==> config.mk <==
export PLATFORM = sky130hd
export DESIGN_NAME = exec_unit
export DESIGN_NICKNAME = d
export VERILOG_FILES = /design/src/rtl/exec_pkg.sv /design/src/rtl/exec_unit_alu_shift.sv /design/src/rtl/exec_unit.sv
export SDC_FILE = /design/constraint.sdc
export NUM_CORES = 1
export LEC_CHECK = 0
export BUFFER_PORTS_ARGS = -buffer_cell sky130_fd_sc_hd__buf_2
export CAP_MARGIN = 0
export CORE_MARGIN = 2
export CORE_UTILIZATION = 40
export CTS_CLUSTER_SIZE = 24
export DETAILED_ROUTE_END_ITERATION = 12
export SLEW_MARGIN = 25
export SYNTH_ARGS = -nofsm -noshare
export SYNTH_HDL_FRONTEND = slang
export SYNTH_HIERARCHICAL = 1
export SYNTH_SLANG_ARGS = --single-unit
export TNS_END_PERCENT = 30
==> constraint.sdc <==
create_clock -name clk -period 4.8 [get_ports clk]
set_input_delay 0.24 -clock clk [delete_from_list [all_inputs] [get_ports clk]]
set_output_delay 0.24 -clock clk [all_outputs]
set_load 0.01 [all_outputs]
==> src/rtl/exec_pkg.sv <==
// Shared types for the exec_unit slice: operation/shift encodings, FSM states, default width.
package exec_pkg;
    localparam int DEFAULT_DW = 16;

    typedef enum logic [1:0] {OP_ADD = 2'b00, OP_SUB = 2'b01, OP_AND = 2'b10, OP_MVN = 2'b11} op_e;
    typedef enum logic [1:0] {SH_NONE = 2'b00, SH_LSL1 = 2'b01, SH_LSR1 = 2'b10, SH_ASR1 = 2'b11} shift_e;
    typedef enum logic [2:0] {ST_IDLE = 3'd0, ST_READ_A = 3'd1, ST_READ_B = 3'd2,
                              ST_EXEC = 3'd3, ST_WB = 3'd4} state_e;
endpackage

==> src/rtl/exec_unit_alu_shift.sv <==
// Combinational barrel-of-one shifter on B, ALU and (with EXEC_STATUS_FLAGS_EN) {N,Z,V} flags.
module alu_shift
    import exec_pkg::*;
#(
    parameter int DW = DEFAULT_DW
) (
    input  logic [DW-1:0] a,
    input  logic [DW-1:0] b,
    input  op_e           op,
    input  shift_e        shift,
`ifdef EXEC_STATUS_FLAGS_EN
    output logic [2:0]    flags,
`endif
    output logic [DW-1:0] y
);
    logic [DW-1:0] b_sh;

    always_comb begin
        b_sh = b;
        case (shift)
            SH_NONE: b_sh = b;
            SH_LSL1: b_sh = {b[DW-2:0], 1'b0};
            SH_LSR1: b_sh = {1'b0, b[DW-1:1]};
            SH_ASR1: b_sh = {b[DW-1], b[DW-1:1]};
            default: b_sh = b;
        endcase
    end

    always_comb begin
        y = '0;
        case (op)
            OP_ADD:  y = a + b_sh;
            OP_SUB:  y = a - b_sh;
            OP_AND:  y = a & b_sh;
            OP_MVN:  y = ~b_sh;
            default: y = '0;
        endcase
    end

`ifdef EXEC_STATUS_FLAGS_EN
    logic v;
    // Overflow: operands agree in sign (after negation for SUB) but the result does not.
    always_comb begin
        v = 1'b0;
        case (op)
            OP_ADD:  v = (a[DW-1] == b_sh[DW-1]) && (y[DW-1] != a[DW-1]);
            OP_SUB:  v = (a[DW-1] != b_sh[DW-1]) && (y[DW-1] != a[DW-1]);
            default: v = 1'b0;
        endcase
    end
    assign flags = {y[DW-1], (y == '0), v};
`endif
endmodule

==> src/rtl/exec_unit.sv <==
// Multi-cycle register-file execute unit: read A, read B, execute, write back.
// Optional status flags enabled by defining EXEC_STATUS_FLAGS_EN.
module exec_unit
    import exec_pkg::*;
#(
    parameter int DW = DEFAULT_DW
) (
    input  logic          clk,
    input  logic          rst_n,
    input  logic          start,
    input  logic [1:0]    op,
    input  logic [1:0]    shift,
    input  logic [2:0]    rn,
    input  logic [2:0]    rm,
    input  logic [2:0]    rd,
    output logic [2:0]    rf_readnum,
    input  logic [DW-1:0] rf_data_out,
    output logic          rf_write,
    output logic [2:0]    rf_writenum,
    output logic [DW-1:0] rf_data_in,
    output logic          busy,
    output logic          done,
    output logic [DW-1:0] result,
    output logic [2:0]    status
);
    localparam logic [2:0] IDLE   = ST_IDLE;
    localparam logic [2:0] READ_A = ST_READ_A;
    localparam logic [2:0] READ_B = ST_READ_B;
    localparam logic [2:0] EXEC   = ST_EXEC;
    localparam logic [2:0] WB     = ST_WB;

    logic [2:0]    state;
    op_e           op_q;
    shift_e        shift_q;
    logic [2:0]    rn_q, rm_q, rd_q;
    logic [DW-1:0] a_q, b_q, c_q;
    logic [DW-1:0] alu_y;

`ifdef EXEC_STATUS_FLAGS_EN
    logic [2:0] alu_flags;
    logic [2:0] status_q;
`endif

    alu_shift #(.DW(DW)) u_alu (
        .a     (a_q),
        .b     (b_q),
        .op    (op_q),
        .shift (shift_q),
`ifdef EXEC_STATUS_FLAGS_EN
        .flags (alu_flags),
`endif
        .y     (alu_y)
    );

    always_ff @(posedge clk or negedge rst_n) begin
        if (!rst_n) begin
            state   <= IDLE;
            op_q    <= OP_ADD;
            shift_q <= SH_NONE;
            rn_q    <= '0;
            rm_q    <= '0;
            rd_q    <= '0;
            a_q     <= '0;
            b_q     <= '0;
            c_q     <= '0;
        end else begin
            case (state)
                IDLE: if (start) begin
                    op_q    <= op_e'(op);
                    shift_q <= shift_e'(shift);
                    rn_q    <= rn;
                    rm_q    <= rm;
                    rd_q    <= rd;
                    state   <= READ_A;
                end
                READ_A: begin
                    a_q   <= rf_data_out;
                    state <= READ_B;
                end
                READ_B: begin
                    b_q   <= rf_data_out;
                    state <= EXEC;
                end
                EXEC: begin
                    c_q   <= alu_y;
                    state <= WB;
                end
                WB:      state <= IDLE;
                default: state <= IDLE;
            endcase
        end
    end

`ifdef EXEC_STATUS_FLAGS_EN
    always_ff @(posedge clk or negedge rst_n) begin
        if (!rst_n)             status_q <= '0;
        else if (state == EXEC) status_q <= alu_flags;
    end
    assign status = status_q;
`else
    assign status = 3'b000;
`endif

    // Outputs decode from state so an async reset clears them without waiting for a clock.
    assign busy        = (state != IDLE);
    assign done        = (state == WB);
    assign rf_write    = done;
    assign rf_writenum = done ? rd_q : 3'd0;
    assign rf_data_in  = done ? c_q : '0;
    assign rf_readnum  = (state == READ_A) ? rn_q : (state == READ_B) ? rm_q : 3'd0;
    assign result      = c_q;
endmodule

==> results.sh, run 1 <==
export IMPL_synth_edf_count=0
export IMPL_synth_compound_gate_area_share_pct=13.12
export IMPL_ys_seq_elements=64
export IMPL_status="finished, final reports clean"
export IMPL_place_ws_ns=0.7735
export IMPL_syn_area_per_cell_sq_um=10.25
export IMPL_layout_setup_ws_ns=0.7221
export IMPL_synthMuxAreaShare_pct=20.91
export IMPL_grt_max_degree=65
export IMPL_critPathMaxFanout=13
export IMPL_regArea_sq_um=1602
export IMPL_clkTransAtPathRegs_ns=0.05
export IMPL_ys_warn_count=6
export IMPL_worst_slew_pin_slew_ns=0.9704
export IMPL_reg2reg_depth=17
export IMPL_r2r_start="shift_q[0]"
export IMPL_nets=564
export IMPL_hold_class="in2async"
export IMPL_h_tree_depth=3
export IMPL_place_congestion=0.8015
export IMPL_rsz0062_at_grt="no"
export IMPL_finalHoldViolCount=0
export IMPL_synth_xor_area_share_pct=5.187
export IMPL_cts_path_max_buffers=2
export IMPL_drc=0
export IMPL_rows=38
export IMPL_io_pins=76
export IMPL_post_synth_inst_count=445
export IMPL_n_fill_cell=1043
export IMPL_core_area_sq_um=10980
export IMPL_async_flop_share_pct=100.0
export IMPL_yosysSeqAreaShare_pct=35.13
export IMPL_num_vias=3490
export IMPL_drt_iter0_markers=154
export IMPL_final_cell_mix="buf_2, mux2_2, dfrtp_1"
export IMPL_grt_use_total_pct=17.09
export IMPL_clkLatencyLatePin_ns=0.32
export IMPL_setup_tns_ns=0
export IMPL_vias_per_cell=5.304
export IMPL_crit_type="reg2reg"
export IMPL_drt_wl_total_um=10280
export IMPL_antenna_found_initial=0
export IMPL_grt_pass1_wl_um=17370
export IMPL_finalSetupViolCount=0
export IMPL_synth_top_family_by_area="multiplexers"
export IMPL_start_kind="flip-flop"
export IMPL_postCtsSetupBuffers=0
export IMPL_numCtsBuffers=9
export IMPL_maxCapViolCount=0
export IMPL_finalMaxSlewViolations=0
export IMPL_drt_first_pass_iters=4
export IMPL_avgRoutedWirePerCell_um=15.62
export IMPL_drive_gt1_share_pct=34.75
export IMPL_clock_sinks=64
export IMPL_ant_nets=0
export IMPL_cts_root_buffer="clkbuf_16"
export IMPL_area_delta_synth_final_pct=16.49
export IMPL_antenna_cells=0
export IMPL_r2r_end="result[15]"
export IMPL_cp_arrival_ns=4.28
export IMPL_yosys_area_share_adder_pct=5.104
export IMPL_slew_headroom_pct=35.24
export IMPL_gr_total_overflow=0
export IMPL_post_cts_resized=0
export IMPL_multi_input_area_sq_um=2765
export IMPL_fmax_mhz=245.2
export IMPL_yosys_area_share_simple_pct=15.83
export IMPL_ctsHoldBuffers=0
export IMPL_dieArea_sq_um=12270
export IMPL_fin_skew_ns=0.007841
export IMPL_final_common_cell="buf_2"
export IMPL_dp_hpwl_um=7785
export IMPL_grt_pass1_vias=3435
export IMPL_cp_required_ns=5.00
export IMPL_r2r_slack_ns=0.72
export IMPL_numPortBuffers=72
export IMPL_die_x_um=110.8
export IMPL_period_share_pct=84.96
export IMPL_worst_setup_path_end_kind="flip-flop"
export IMPL_initial_core_util_pct=41.51
export IMPL_die_h_um=110.8
export IMPL_syn_area_sq_um=4559
export IMPL_ys_types=59
export IMPL_synth_flop_cell="dfrtp_1"
export IMPL_period_minus_slack_ns=4.078
export IMPL_tritoncts="done"
critical path: stages, from the launching register on:
cell and delay (ns):
dfrtp_1 0.55, buf_4 0.30, mux2_2 0.36, mux2i_1 0.16
buf_4 0.17, nand3_1 0.09, nor2_1 0.19, a31oi_1 0.12
xor2_1 0.18, ha_1 0.34, a21o_1 0.19, a21oi_1 0.19
or3b_2 0.45, o21ai_0 0.09, a31oi_1 0.07, xnor2_1 0.15
o21ai_1 0.07, mux2_2 0.26
state kept, by name, indices dropped and copies added (netlist names):
name,flops
rm_q,3
result,16
a_q,16
op_q,2
rn_q,3
b_q,16
rd_q,3
shift_q,2
state,3
worst max-delay path by stage:
stage / startpoint / endpoint / slack, ns / cells past startpoint
after floorplan: shift_q[1] / result[15] / 1.08 / 20
after global placement: shift_q[0] / result[15] / 0.90 / 17
after detailed placement: shift_q[0] / result[15] / 0.77 / 17
after CTS: shift_q[0] / result[15] / 0.76 / 17
after global routing: shift_q[0] / result[15] / 0.49 / 17
final: shift_q[0] / result[15] / 0.72 / 17
final cells by class:
type | count | area share [%]
repair buffers | 81 | 8.057
well taps | 140 | 3.298
clock buffers | 13 | 5.088
inverters | 9 | 0.6360
multi-input cells | 349 | 52.06
clock inverters | 2 | 0.7067
flip-flops and latches | 64 | 30.15
synth_stat cells, types with 4 or more instances:
cell,instances,area (sq um)
nor2_1,28,105.1
mux2i_1,9,90.09
dfrtp_1,64,1602
nand3b_1,6,45.04
nand2b_1,6,37.54
and2_1,25,156.4
mux2_1,4,45.04
nand2_1,19,71.32
clkbuf_1,10,37.54
nor3b_1,8,60.06
xor2_1,14,122.6
mux2_2,65,732.0
o21ai_0,20,100.1
inv_1,7,26.28
buf_4,7,52.55
a21o_1,10,75.07
o21bai_1,4,30.03
a21oi_1,31,155.2
a31oi_1,9,56.30
ha_1,17,212.7
or3b_2,5,43.79
nor3_1,4,20.02
xnor2_1,13,113.9
cells by family (layout without fill, tap and decap cells):
| kind of cell | count (synthesis) | count (layout) |
|---|---|---|
| buffers and inverters | 34 | 105 |
| adder cells (fa/ha/maj) | 18 | 18 |
| flip-flops | 64 | 64 |
| AND/OR/NAND/NOR | 121 | 121 |
| XOR/XNOR | 27 | 27 |
| other | 1 | 3 |
| AO/OA/AOI/OAI | 96 | 96 |
| multiplexers | 84 | 84 |
through the flow:
| stage | utilization [%] | instances | instance area (sq um) | hold slack, ns |
|---|---|---|---|---|
| finish | 48.36 | 658 | 5311 | 0.08858 |
| global route | 48.36 | 658 | 5311 | 0.1432 |
| CTS | 48.30 | 658 | 5305 | 0.1268 |
| detailed placement | 45.50 | 643 | 4997 | 0.4708 |
| global placement | 45.50 | 643 | 4997 | 0.4621 |
| floorplan | - | 447 | 4567 | -0.05559 |
routing by layer:
metal  vias to the layer above  routed length [um]  global-route usage (%)
met5                         -                   0                       0
met4                         0                  55                   4.083
met3                         4                 491                   3.882
met2                        78                4696                   27.12
met1                      1681                5031                   23.74
li1                       1727                   -                       -
Power of run 1 is not shown: default switching activity piles up to over one toggle a cycle in this logic, so the estimate is an artifact.
==> inputs of run 2 (changes only) <==
Clock period 4.8 ns to 3.6 ns, I/O delays scaled along.
==> run 2 against run 1 <==
Effect of this change: the flow now finishes with violations (negative setup slack); maximum frequency increased by 12%; setup slack got worse by 0.77 ns; register-to-register slack got worse by 0.77 ns; die area unchanged; wire length increased by 4.3%; utilization increased by 3.2 points; cell count grew 4.9%; first-iteration DRC count is 21% higher; hold slack got worse by 0.013 ns; largest cell class unchanged.
==> results.sh, run 2 (synthesized netlist as in run 1, its figures left out) <==
export IMPL_clock_sinks=64
export IMPL_dieArea_sq_um=12270
export IMPL_drive_gt1_share_pct=42.73
export IMPL_cp_required_ns=3.82
export IMPL_crit_chain="buf_6 > mux2_4 > mux2i_2 > and2_4 > buf_4 > a31oi_2 > nor2_1 > a21oi_1 > xor2_1 > ha_1 > and3_4 > and2_1 > a221o_1 > a21oi_2 > xor2_1 > o21ai_1 > mux2_4"
export IMPL_drt_first_pass_iters=4
export IMPL_cts_path_max_buffers=2
export IMPL_met2_length_um=4907
export IMPL_maxCapViolCount=0
export IMPL_fin_skew_ns=0.006995
export IMPL_hold_class="in2reg"
export IMPL_crit_family="compound AO/OA/AOI/OAI gates"
export IMPL_slew_headroom_pct=38.60
export IMPL_grt_max_degree=36
export IMPL_highest_layer="met4"
export IMPL_die_x_um=110.8
export IMPL_drt_wl_total_um=10710
export IMPL_numCtsBuffers=9
export IMPL_io_pins=76
export IMPL_layout_setup_ws_ns=-0.04406
export IMPL_tritoncts="done"
export IMPL_violations="negative setup slack"
export IMPL_gr_total_overflow=0
export IMPL_area_delta_synth_final_pct=24.23
export IMPL_antenna_found_initial=0
export IMPL_crit_buf_inv=2
export IMPL_dp_cells=662
export IMPL_ant_nets=0
export IMPL_avgRoutedWirePerCell_um=15.53
export IMPL_nets=595
export IMPL_h_tree_depth=3
export IMPL_antenna_cells=0
export IMPL_start_kind="flip-flop"
export IMPL_place_congestion=0.9253
export IMPL_die_h_um=110.8
export IMPL_clkLatencyLatePin_ns=0.34
export IMPL_fmax_mhz=274.4
export IMPL_finalHoldViolCount=0
export IMPL_wl_met3_um=451
export IMPL_cp_arrival_ns=3.86
export IMPL_final_common_cell="buf_2"
export IMPL_cts_root_buffer="clkbuf_16"
export IMPL_critPathMaxFanout=4
export IMPL_rsz0062_at_grt="yes"
export IMPL_initial_core_util_pct=41.51
export IMPL_grt_use_total_pct=17.86
export IMPL_dp_hpwl_um=8034
export IMPL_crit_type="reg2reg"
export IMPL_slowest_stage="dfrtp_2"
export IMPL_num_vias=3692
export IMPL_drt_met1_wl_um=5213
export IMPL_vias_per_cell=5.351
export IMPL_worst_setup_path_end_kind="flip-flop"
export IMPL_clkTransAtPathRegs_ns=0.06
export IMPL_stdcell_area_sq_um=5664
export IMPL_core_area_sq_um=10980
export IMPL_final_cell_mix="buf_2, mux2_2, dfrtp_1"
export IMPL_period_share_pct=101.2
export IMPL_finalSetupViolCount=1
export IMPL_setup_tns_ns=-0.04406
export IMPL_final_cells=690
export IMPL_finalMaxSlewViolations=0
export IMPL_slowest_delay_ns=0.44
export IMPL_drc=0
export IMPL_rows=38
export IMPL_period_minus_slack_ns=3.644
export IMPL_grt_pass1_vias=3524
export IMPL_status="finished, violations left"
export IMPL_grt_pass1_wl_um=17930
export IMPL_drt_iter0_markers=187
export IMPL_worst_slew_pin_slew_ns=0.9171
export IMPL_numPortBuffers=72
export IMPL_placed_cell_area_sq_um=5146
run 2: through the flow:
stage | setup WS, ns | util (%) | hold slack (ns)
2_1_floorplan | 0.01834 | - | -0.1156
3_3_place_gp | 0.04469 | 46.86 | 0.3108
3_5_place_dp | -0.07728 | 46.86 | 0.3224
4_1_cts | -0.004119 | 50.35 | 0.06535
5_1_grt | -0.1919 | 51.57 | 0.07396
6_report | -0.04406 | 51.57 | 0.07552
run 2: repair_timing:
| item | CTS | global route |
|---|---|---|
| hold buffers | 1 | 0 |
| hold endpoints to repair | 34 | 0 |
| buffers inserted | 7 | 4 |
| resized for setup | 10 | 24 |
| pin swaps | 8 | 19 |
| endpoints found under the setup margin | 2 | 7 |
run 2: cell type report:
type	count	area (sq um)
Clock buffer	11	252.7
Fill cell	998	5319
Tap cell	140	175.2
Clock inverter	5	31.28
Multi-Input combinational cell	349	2889
Inverter	9	33.78
Sequential cell	64	1604
Timing Repair Buffer	112	678.2
run 2: path summary, 6_finish.rpt:
kind,from,endpoint,slack (ns),depth (start not counted)
worst max-delay path,shift_q[0],result[14],-0.04,17
max in group asynchronous,rst_n,result[4],2.23,3
min in group asynchronous,rst_n,a_q[2],0.49,2
worst min-delay path,rn[1],rn_q[1],0.08,2
worst min register to register,rd_q[0],rd_q[0],0.49,1
worst max register to register,shift_q[0],result[14],-0.04,17
run 2: layer usage:
metal	vias to the layer above	GRT usage, %
li1	1797	-
met1	1793	25.18
met2	88	27.36
met3	14	3.718
met4	0	5.917
met5	-	0
Power of run 2 is left out for the same reason.
==> inputs of run 3 (changes only) <==
Settings changed: CTS_CLUSTER_SIZE 24 to 16, SETUP_SLACK_MARGIN set to 0.3.
==> run 3 against run 2 <==
Effect of this change: maximum frequency increased by 3.9%; wire length increased by 2.0%; highest routed layer unchanged; global-route usage increased by 0.10 points; the run now ends clean; flip-flop and latch count unchanged.
==> results.sh, run 3 (synthesized netlist as in run 1, its figures left out) <==
export IMPL_fin_util_pct=52.67
export IMPL_worst_setup_path_end_kind="flip-flop"
export IMPL_clkLatencyLatePin_ns=0.33
export IMPL_period_minus_slack_ns=3.506
export IMPL_drt_first_pass_iters=5
export IMPL_h_tree_depth=3
export IMPL_cts_root_buffer="clkbuf_16"
export IMPL_stdcell_area_sq_um=5784
export IMPL_antenna_found_initial=0
export IMPL_crit_type="reg2reg"
export IMPL_vias_per_cell=5.296
export IMPL_worst_slew_pin_slew_ns=0.9460
export IMPL_io_pins=76
export IMPL_fmax_mhz=285.2
export IMPL_finalSetupViolCount=0
export IMPL_grt_pass1_wl_um=17940
export IMPL_dp_hpwl_um=7957
export IMPL_hold_class="in2reg"
export IMPL_clock_sinks=64
export IMPL_place_congestion=0.8844
export IMPL_num_vias=3686
export IMPL_critPathMaxFanout=7
export IMPL_dieArea_sq_um=12270
export IMPL_antenna_cells=0
export IMPL_grt_pass1_vias=3562
export IMPL_drc=0
export IMPL_rows=38
export IMPL_ant_nets=0
export IMPL_period_share_pct=97.39
export IMPL_tritoncts="done"
export IMPL_cts_path_max_buffers=2
export IMPL_start_kind="flip-flop"
export IMPL_status="finished, final reports clean"
export IMPL_rsz0062_at_grt="yes"
export IMPL_numCtsBuffers=9
export IMPL_initial_core_util_pct=41.51
export IMPL_cp_required_ns=3.81
export IMPL_area_delta_synth_final_pct=26.87
export IMPL_die_h_um=110.8
export IMPL_slew_headroom_pct=36.67
export IMPL_drt_iter0_markers=174
export IMPL_cp_arrival_ns=3.72
export IMPL_numPortBuffers=72
export IMPL_gr_total_overflow=0
export IMPL_grt_max_degree=34
export IMPL_n_fill_cell=996
export IMPL_nets=601
export IMPL_drive_gt1_share_pct=45.68
export IMPL_die_x_um=110.8
export IMPL_finalHoldViolCount=0
export IMPL_final_common_cell="buf_2"
export IMPL_core_area_sq_um=10980
export IMPL_clkTransAtPathRegs_ns=0.06
export IMPL_maxCapViolCount=0
export IMPL_avgRoutedWirePerCell_um=15.70
export IMPL_fin_skew_ns=0.004581
export IMPL_drt_wl_total_um=10930
export IMPL_finalMaxSlewViolations=0
export IMPL_grt_use_total_pct=17.96
export IMPL_final_cell_mix="buf_2, mux2_2, dfrtp_1"
export IMPL_placed_cell_area_sq_um=5159
-- run 3: cell count changes in the layout (fill, tap and decap cells not counted), moves of 2 or more --
cell / change
nor2_1: -2
a21oi_2: +4
o21ai_2: +2
buf_6: -2
a21oi_1: -4
nor2_2: +2
buf_4: +7
-- run 3: metal layers --
metal / share of wire (%) / GRT usage [%] / wire (um) / vias up
li1: - / - / - / 1800
met2: 46 / 28.75 / 4991 / 89
met4: 0.73 / 5.917 / 80 / 0
met5: 0 / 0 / 0 / -
met1: 49 / 24.78 / 5347 / 1790
met3: 4.7 / 3.007 / 511 / 7
-- run 3: timing repair --
| action | 4_1_cts | 5_1_grt |
|---|---|---|
| pin swaps | 15 | 18 |
| endpoints found under the setup margin | 8 | 9 |
| hold buffers | 1 | 0 |
| setup buffers | 15 | 5 |
| gates resized for setup | 21 | 20 |
| endpoints found under the hold margin | 31 | 0 |
-- run 3: worst paths after layout --
check                      startpoint          to  slack [ns]  cells past startpoint
hold reg to reg               rd_q[2]     rd_q[2]        0.49                      1
min in group asynchronous       rst_n      a_q[3]        0.45                      2
hold / removal                  rm[1]     rm_q[1]        0.08                      2
max in group asynchronous       rst_n  shift_q[1]        2.25                      3
setup / recovery           shift_q[0]  result[15]        0.09                     17
setup reg to reg           shift_q[0]  result[15]        0.09                     17
-- run 3: stage by stage --
stage	hold slack [ns]	TNS, ns	setup WS [ns]	std cells
floorplan	-0.1156	0	0.08897	447
global placement	0.2662	0	0.03014	659
detailed placement	0.2815	-0.1384	-0.07895	659
CTS	0.06651	0	0.1303	691
global route	0.07601	-0.04153	-0.04153	696
finish	0.07881	0	0.09380	696
-- run 3: critical path, cell delays in order, from the launching register on --
cell and delay [ns]:
dfrtp_2 0.44, buf_6 0.15, buf_8 0.12, mux2_4 0.29, mux2i_2 0.17, and2_4 0.18, buf_4 0.10, a31oi_2 0.07
xor2_1 0.15, ha_1 0.34, a21o_1 0.20, a21oi_2 0.14, or3b_4 0.39, o21ai_2 0.06, a31oi_1 0.06, xnor2_1 0.16
o21ai_1 0.08, mux2_2 0.27
-- run 3: layout make-up --
type	count	area, sq um	area share [%]
Timing Repair Buffer	118	723.2	12.50
Inverter	9	33.78	0.5840
Tap cell	140	175.2	3.028
Sequential cell	64	1604	27.73
Clock buffer	11	242.7	4.196
Clock inverter	5	56.30	0.9734
Multi-Input combinational cell	349	2949	50.98
Power of run 3 is left out for the same reason.
